===== src/rtl/norm_shift_correct_p24.sv =====
// norm_shift_correct_p24
// Normalizes a 50-bit magnitude using an externally estimated normalization
// distance that may be one position short, applying a 1-bit correction shift.
// Emits a 24-bit normalized significand, a sticky bit and the true distance.
// Two-stage valid/ready pipeline; at most two beats held.
//
// Ports
//   clock      in   1   single clock, all state on rising edge
//   reset      in   1   synchronous, active-high
//   in_valid   in   1   input beat offered
//   in_ready   out  1   input beat accepted when in_valid & in_ready
//   mag        in   50  magnitude to normalize
//   dist_est   in   7   estimated distance (DIST_OFFSET-biased), legal 24..73
//   out_valid  out  1   result beat offered
//   out_ready  in   1   result consumed when out_valid & out_ready
//   sig        out  24  normalized significand, sig[23]=1 unless out_zero
//   sticky     out  1   OR of the 26 normalized bits below sig
//   norm_dist  out  6   distance actually applied (e + correction); 50 if mag==0
//   out_zero   out  1   mag was zero
//   est_err    out  1   dist_est outside the contract for this mag

module norm_shift_correct_p24 #(
  parameter int unsigned DIST_OFFSET = 24
) (
  input  logic        clock,
  input  logic        reset,
  input  logic        in_valid,
  output logic        in_ready,
  input  logic [49:0] mag,
  input  logic [6:0]  dist_est,
  output logic        out_valid,
  input  logic        out_ready,
  output logic [23:0] sig,
  output logic        sticky,
  output logic [5:0]  norm_dist,
  output logic        out_zero,
  output logic        est_err
);

  localparam logic [6:0] DistMin = 7'(DIST_OFFSET);
  localparam logic [6:0] DistMax = 7'(DIST_OFFSET + 49);

  // ---------------------------------------------------------------------------
  // Handshake
  // ---------------------------------------------------------------------------
  logic s1_valid;
  logic s2_valid;
  logic s2_adv;
  logic s1_adv;

  // Decided purely from registered state and out_ready, so in_ready never
  // depends on in_valid.
  assign s2_adv    = !s2_valid || out_ready;
  assign s1_adv    = s2_adv || !s1_valid;
  assign in_ready  = s1_adv;
  assign out_valid = s2_valid;

  // ---------------------------------------------------------------------------
  // Stage 1: decode and clamp the estimate
  // ---------------------------------------------------------------------------
  logic [5:0]  e_in;
  logic        err1_in;

  always_comb begin
    e_in    = 6'd0;
    err1_in = 1'b0;
    if (dist_est < DistMin) begin
      e_in    = 6'd0;
      err1_in = 1'b1;
    end else if (dist_est > DistMax) begin
      e_in    = 6'd49;
      err1_in = 1'b1;
    end else begin
      e_in = 6'(dist_est - DistMin);
    end
  end

  logic [49:0] s1_mag;
  logic [5:0]  s1_e;
  logic        s1_err;

  always_ff @(posedge clock) begin
    if (reset) begin
      s1_valid <= 1'b0;
      s1_mag   <= '0;
      s1_e     <= '0;
      s1_err   <= 1'b0;
    end else if (s1_adv) begin
      s1_valid <= in_valid;
      if (in_valid) begin
        s1_mag <= mag;
        s1_e   <= e_in;
        s1_err <= err1_in;
      end
    end
  end

  // ---------------------------------------------------------------------------
  // Stage 2: shift by the estimate, then correct by at most one position
  // ---------------------------------------------------------------------------
  logic [99:0] wide;
  logic [49:0] t_est;
  logic        lost;
  logic [49:0] t_fin;
  logic        corr;
  logic        err2;
  logic        mag_zero;

  // Shifting in a 100-bit field keeps the bits pushed past bit 49 visible:
  // any of them set means the estimate overshot the true leading-zero count.
  assign wide     = {50'b0, s1_mag} << s1_e;
  assign t_est    = wide[49:0];
  assign lost     = |wide[99:50];
  assign mag_zero = (s1_mag == '0);

  always_comb begin
    t_fin = t_est;
    corr  = 1'b0;
    err2  = lost;
    if (t_est[49]) begin
      corr = 1'b0;
    end else if (t_est[48]) begin
      corr  = 1'b1;
      t_fin = {t_est[48:0], 1'b0};
    end else begin
      // Estimate is more than one short (or overshot): pass through unshifted.
      err2 = 1'b1;
    end
  end

  logic [23:0] sig_c;
  logic        sticky_c;
  logic [5:0]  dist_c;
  logic        err_c;

  always_comb begin
    if (mag_zero) begin
      sig_c    = '0;
      sticky_c = 1'b0;
      dist_c   = 6'd50;
      err_c    = 1'b0;
    end else begin
      sig_c    = t_fin[49:26];
      sticky_c = |t_fin[25:0];
      dist_c   = s1_e + {5'b0, corr};
      err_c    = s1_err || err2;
    end
  end

  always_ff @(posedge clock) begin
    if (reset) begin
      s2_valid  <= 1'b0;
      sig       <= '0;
      sticky    <= 1'b0;
      norm_dist <= '0;
      out_zero  <= 1'b0;
      est_err   <= 1'b0;
    end else if (s2_adv) begin
      s2_valid <= s1_valid;
      // Result registers only load with a real beat, so they hold otherwise.
      if (s1_valid) begin
        sig       <= sig_c;
        sticky    <= sticky_c;
        norm_dist <= dist_c;
        out_zero  <= mag_zero;
        est_err   <= err_c;
      end
    end
  end

endmodule


===== config.mk =====
export PLATFORM = sky130hd
export DESIGN_NAME = norm_shift_correct_p24
export DESIGN_NICKNAME = d
export VERILOG_FILES = /design/src/rtl/norm_shift_correct_p24.sv
export SDC_FILE = /design/constraint.sdc
export NUM_CORES = 1
export LEC_CHECK = 0
export CAP_MARGIN = 20
export CORE_ASPECT_RATIO = 0.5
export CORE_MARGIN = 1.5
export CORE_UTILIZATION = 55
export DETAILED_ROUTE_END_ITERATION = 8
export GPL_ROUTABILITY_DRIVEN = 0
export PLACE_DENSITY = 0.79
export SYNTH_ARGS = -nofsm -noshare
export SYNTH_HDL_FRONTEND = slang
export SYNTH_SLANG_ARGS = --single-unit

===== constraint.sdc =====
create_clock -name clock -period 9.58 [get_ports clock]
set_clock_uncertainty 0.15 [all_clocks]
set_input_delay 1.916 -clock clock [delete_from_list [all_inputs] [get_ports clock]]
set_output_delay 1.916 -clock clock [all_outputs]
set_load 0.01 [all_outputs]

==> results of run 1 <==
stage by stage:
step	setup WS [ps]	hold slack (ps)	utilization [%]	instances	power (uW)
floorplan	5250	318	-	915	704
global placement	4340	290	63.5	1127	811
detailed placement	4340	295	63.5	1128	821
CTS	4330	301	65.6	1144	1160
global route	4240	331	65.6	1145	1220
finish	4330	300	65.6	1145	1170
cells in the final DEF (no fill, tap or decap), drive strengths merged, types with 4 or more instances in the layout:
master	synthesis	routed
inv	14	16
a211o	5	5
nand3	9	9
o32ai	5	5
o22ai	15	15
a211oi	10	10
o31ai	7	7
a31oi	12	12
nand2b	10	10
nor2	69	69
buf	32	13
or2	4	4
mux4	60	60
mux2	42	42
clkbuf	53	11
o22a	5	5
nand2	152	152
o21ai	27	27
a22o	13	13
dfxtp	92	92
a222oi	5	5
and2	8	8
nand4	7	7
xnor2	4	4
a22oi	9	9
a21oi	77	77
mux2i	75	75
nor3	11	11
o21a	4	4
ha	4	4
clkdlybuf4s50	0	94
nor2b	15	15
nor4	13	13
power groups by stage:
stage	registers (uW)	clock network (uW)	logic, uW
floorplan	434	0	270
global placement	449	0	362
detailed placement	451	0	370
CTS	442	340	373
global route	447	357	411
finish	445	338	386
cells in the mapped netlist, types with 13 or more instances:
| library cell | count | share of area (%) |
|---|---|---|
| nand2_1 | 152 | 7.2 |
| dfxtp_1 | 92 | 23 |
| a21oi_1 | 77 | 4.9 |
| mux2i_1 | 75 | 9.5 |
| nor2_1 | 69 | 3.3 |
| mux4_2 | 55 | 16 |
| clkbuf_1 | 53 | 2.5 |
| mux2_2 | 26 | 3.7 |
| o21ai_0 | 16 | 1.0 |
| nor2b_1 | 15 | 1.2 |
| o22ai_1 | 15 | 1.2 |
| a22o_1 | 13 | 1.4 |
| buf_2 | 13 | 0.82 |
| mux2_1 | 13 | 1.9 |
| nor4_1 | 13 | 1.0 |
registers in the layout, summed over array words and instances (netlist names):
name,count
est_err,1
norm_dist,6
out_valid,1
out_zero,1
s1_e,6
s1_err,1
s1_mag,50
s1_valid,1
sig,24
sticky,1
layer usage:
metal  GRT usage, %  share of wire, %  up-vias  wire, um
met5              0                 0        -         0
met4           10.7               2.5        0       614
met3           9.85                15       64      3600
met2           46.7                41      573      9890
met1           48.2                42     3575     10300
li1               -                 -     3499         -
cell families after synthesis:
group | after synthesis | share of synthesized area (%)
xor gates and xnor gates | 5 | 0.555
AOI/OAI and AO/OA | 226 | 18.8
muxes | 177 | 33.0
buffers and inverters | 101 | 6.00
and+or+nand+nor | 310 | 17.6
DFF | 92 | 23.4
adders and majority gates | 4 | 0.635
worst min-delay path by stage:
stage,endpoint,cells after the start,slack (ps),start
after floorplan,s1_err$_SDFFE_PP0P_,2,320,s1_err$_SDFFE_PP0P_
after global placement,sig[7]$_SDFFE_PP0P_,2,290,sig[7]$_SDFFE_PP0P_
after detailed placement,sig[11]$_SDFFE_PP0P_,2,300,sig[11]$_SDFFE_PP0P_
after CTS,sig[11]$_SDFFE_PP0P_,2,300,sig[11]$_SDFFE_PP0P_
after global routing,sig[9]$_SDFFE_PP0P_,2,330,sig[9]$_SDFFE_PP0P_
final,sig[11]$_SDFFE_PP0P_,2,300,sig[11]$_SDFFE_PP0P_
area by class of cell:
cell class              count  area (sq um)
repair buffers            107          1040
multi-input cells         722          5580
well taps                 192           240
inverters                  16          60.1
clock buffers              11           243
fillers                  1135          4740
flip-flops and latches     92          1850
clock inverters             5          35.0
critical path, cell delays in order:
cell and delay [ps]:
clkdlybuf4s50_1 400, nor2b_1 240, nand2_1 130, clkdlybuf4s50_1 490
==> flow_metrics.tcl, run 1 <==
set metrics [dict create \
    status "finished clean" \
    synth.avg_cell_area_sq_um 8.62 \
    grt_pass1_wl_mm 38.6 \
    ant_nets 0 \
    worst_pin_slew_ps 926 \
    clock_latency_ps 350 \
    die-area_sq_um 15100 \
    rr_worst_depth 12 \
    reg2reg_slack_ps 4930 \
    period_share_pct 54.8 \
    chipHeight_um 87.7 \
    post-dp-hpwl_mm 17.2 \
    vdd.ir_drop.worst_mv 0.0768 \
    postCtsSetupRepairBufs 0 \
    drt_first_pass_iters 6 \
    finalSetupViolCount 0 \
    clkSinkCount 92 \
    cts_tree "done" \
    ios 96 \
    syn_nets 980 \
    viasPerCell 6.73 \
    drc 0 \
    grt_util_all_layers_pct 33.1 \
    row_count 30 \
    synthDistinctLibCells 71 \
    cp-endpoint "in_ready" \
    critical_path_required_ps 7510 \
    comb_power_share_pct 33.0 \
    p_sw_share_pct 34.6 \
    async_flop_share_pct 0 \
    path_max_fanout 5 \
    critPathLaunch "out_ready" \
    drt_iter0_drc 1112 \
    antenna_found_initial 0 \
    start_kind "input pin" \
    hold_class "reg2reg" \
    synth_area_sq_um 7890 \
    start_util_pct 57.3 \
    nets 1013 \
    yosysWarnings 0 \
    core_region_area_sq_um 13800 \
    hold_viol 0 \
    ys_seq_area_share_pct 23.4 \
    grt_max_degree 84 \
    p_sw_uw 404 \
    p_clk_share_pct 28.9 \
    ys_ff_latch 92 \
    synth_cells 915 \
    endpoint_kind "output pin" \
    cts_made_buffers 9 \
    synth_edf_count 0 \
    io_buffers 95 \
    synth_flop_cell "dfxtp_1" \
    crit_type "in2out" \
    finalCriticalPeriod_ps 5250 \
    wl_per_cell_um 21.3 \
    first_global_vias 6981 \
    vias 7711 \
    slew_headroom_pct 38.3 \
    drive_above_1_share_pct 13.0 \
    r2r_end "norm_dist[4]$_SDFFE_PP0P_" \
    h-tree-depth 3 \
    p_leak_uw 0.00322 \
    regToRegStartpoint "s1_e[1]$_SDFFE_PP0P_" \
    arrival_ps 3180 \
    max_freq_mhz 191 \
    internal-power_uw 764 \
    p_per_area_nw_per_um2 129 \
    wirelength_mm 24.4 \
    hold_buffers 0 \
    cts_buffer_depth 2 \
    maxCapViolations 0 \
    root_buffer "clkbuf_16" \
    placed_area_sq_um 8750 \
    antenna_cells 0 \
    die_x_um 172 \
    gr-total-overflow 0 \
    cts_resized 0 \
    area_delta_synth_final_pct 14.6 \
    rsz0062_at_grt "no" \
    slew_viol_final 0 \
    p_seq_share_pct 38.1 \
    clkSlewWorstSetupHoldPaths_ps 70 \
    finalSetupTns_ps 0 \
    stdcell_area_sq_um 9040 \
]
Power figures use the tool's default switching activity.
==> run 2: changes to the inputs <==
Settings changed: CORE_UTILIZATION 55 to 52, PLACE_DENSITY 0.79 to 0.78.
Clock period 9.58 ns to 4.5 ns, I/O delays scaled along.
==> run 2 against run 1 <==
  * The flow now finishes with violations (design-rule violations)
  * First-iteration DRC count rose by 15%
  * Die area rose by 5.6%
  * Global-route usage fell by 1.2 points
==> flow_metrics.tcl, run 2 (synthesis results as in run 1) <==
set metrics [dict create \
    nets 1025 \
    row_count 31 \
    antenna_cells 0 \
    finalSetupTns_ps 0 \
    path_max_fanout 52 \
    mostFrequentLayoutCell "nand2_1" \
    grt_util_all_layers_pct 31.9 \
    cts_resized 0 \
    max_freq_mhz 233 \
    h-tree-depth 3 \
    area_delta_synth_final_pct 16.1 \
    rsz0062_at_grt "no" \
    die_x_um 177 \
    final_core_util_pct 62.6 \
    start_kind "flop" \
    grt_pass1_wl_mm 40.1 \
    drc 13 \
    cts_made_buffers 9 \
    die-area_sq_um 16000 \
    p_sw_uw 880 \
    cts_tree "done" \
    arrival_ps 4400 \
    chipHeight_um 90.1 \
    crit_type "reg2reg" \
    p_clk_share_pct 29.6 \
    clock_latency_ps 350 \
    cts_buffer_depth 2 \
    comb_power_share_pct 32.4 \
    p_per_area_nw_per_um2 277 \
    io_buffers 95 \
    core_region_area_sq_um 14600 \
    endpoint_kind "flop" \
    ant_nets 0 \
    slew_viol_final 0 \
    grt_max_degree 67 \
    postCtsSetupRepairBufs 0 \
    maxCapViolations 0 \
    place_ws_ps 421 \
    wirelength_mm 25.2 \
    vdd.ir_drop.worst_mv 0.153 \
    critPathLaunch "s1_e[1]$_SDFFE_PP0P_" \
    placed_area_sq_um 8860 \
    ios 96 \
    vias 7854 \
    clkSinkCount 92 \
    status "finished with violations" \
    regToRegStartpoint "s1_e[1]$_SDFFE_PP0P_" \
    finalCriticalPeriod_ps 4290 \
    internal-power_uw 1650 \
    start_util_pct 53.9 \
    hold_viol 0 \
    period_share_pct 95.2 \
    fin_ws_ps 214 \
    p_leak_uw 0.00329 \
    p_sw_share_pct 34.7 \
    worst_pin_slew_ps 1020 \
    p_seq_share_pct 38.1 \
    drive_above_1_share_pct 14.2 \
    violations "design-rule violations" \
    drt_iter0_drc 1281 \
    stdcell_area_sq_um 9150 \
    largest_reg_flops 50 \
    post-dp-hpwl_mm 18.4 \
    root_buffer "clkbuf_16" \
    antenna_found_initial 0 \
    critical_path_required_ps 4610 \
    dp.cells 1147 \
    stdcell_count 1163 \
    gr-total-overflow 0 \
    viasPerCell 6.75 \
    drt_first_pass_iters 9 \
    min_from "sig[7]$_SDFFE_PP0P_" \
    hold_class "reg2reg" \
    regMostFlops "s1_mag" \
    hold_buffers 0 \
    slew_headroom_pct 32.0 \
    wl_per_cell_um 21.7 \
    clkSlewWorstSetupHoldPaths_ps 70 \
    first_global_vias 7278 \
    largest_registers "s1_mag: 50 flops, sig: 24 flops" \
    most-common-layout-cells "nand2_1 (152), clkdlybuf4s50_1 (94), dfxtp_1 (88)" \
    finalSetupViolCount 0 \
]
[run 2: power by group through the flow]
stage	clock [uW]	combinational [uW]	sequential [uW]
6_report	748	820	963
3_3_place_gp	0	773	971
3_5_place_dp	0	786	976
4_1_cts	759	790	958
5_1_grt	789	873	969
2_1_floorplan	0	575	925
[run 2: metal layers]
| layer | vias up | track usage (%) | wire (um) | share of wire, % |
|---|---|---|---|---|
| met4 | 0 | 8.90 | 844 | 3.4 |
| met1 | 3601 | 45.7 | 10500 | 42 |
| li1 | 3527 | - | - | - |
| met2 | 610 | 44.6 | 9980 | 40 |
| met5 | - | 0 | 0 | 0 |
| met3 | 116 | 11.4 | 3870 | 15 |
[run 2: per-stage QoR]
step | power, uW | hold WS [ps]
2_1_floorplan | 1500 | 318
3_3_place_gp | 1740 | 290
3_5_place_dp | 1760 | 295
4_1_cts | 2510 | 305
5_1_grt | 2630 | 334
6_report | 2530 | 301
[run 2: cell type report]
| type | count | area, sq um |
|---|---|---|
| multi-input combinational | 722 | 5580 |
| clock buffer | 11 | 253 |
| clock inverter | 5 | 42.5 |
| tap | 198 | 248 |
| fill | 1224 | 5470 |
| inverter | 16 | 60.1 |
| timing repair buffer | 119 | 1130 |
| sequential | 92 | 1850 |
[run 2: worst max-delay path, cell delays in order, from the launching register on]
cell      delay (ps)
dfxtp_4          870
mux4_2           610
mux2i_1          580
o32ai_1          170
o21ai_0          400
mux2_2           280
nor2b_2          180
ha_1             190
nand3_1          130
nor3_1           270
xnor2_1          110
a211oi_1         230
[run 2: worst paths after layout]
path | depth (start not counted) | endpoint | slack (ps)
max | 11 | norm_dist[5]$_SDFFE_PP0P_ | 210
min | 2 | sig[7]$_SDFFE_PP0P_ | 300
max reg2reg | 11 | norm_dist[5]$_SDFFE_PP0P_ | 210
min reg2reg | 2 | sig[7]$_SDFFE_PP0P_ | 300
==> run 3: changes to the inputs <==
Settings changed: SKIP_CTS_REPAIR_TIMING from default to 1.
==> results of run 3 <==
No change in the layout: final DEF, timing and power equal those of run 2.
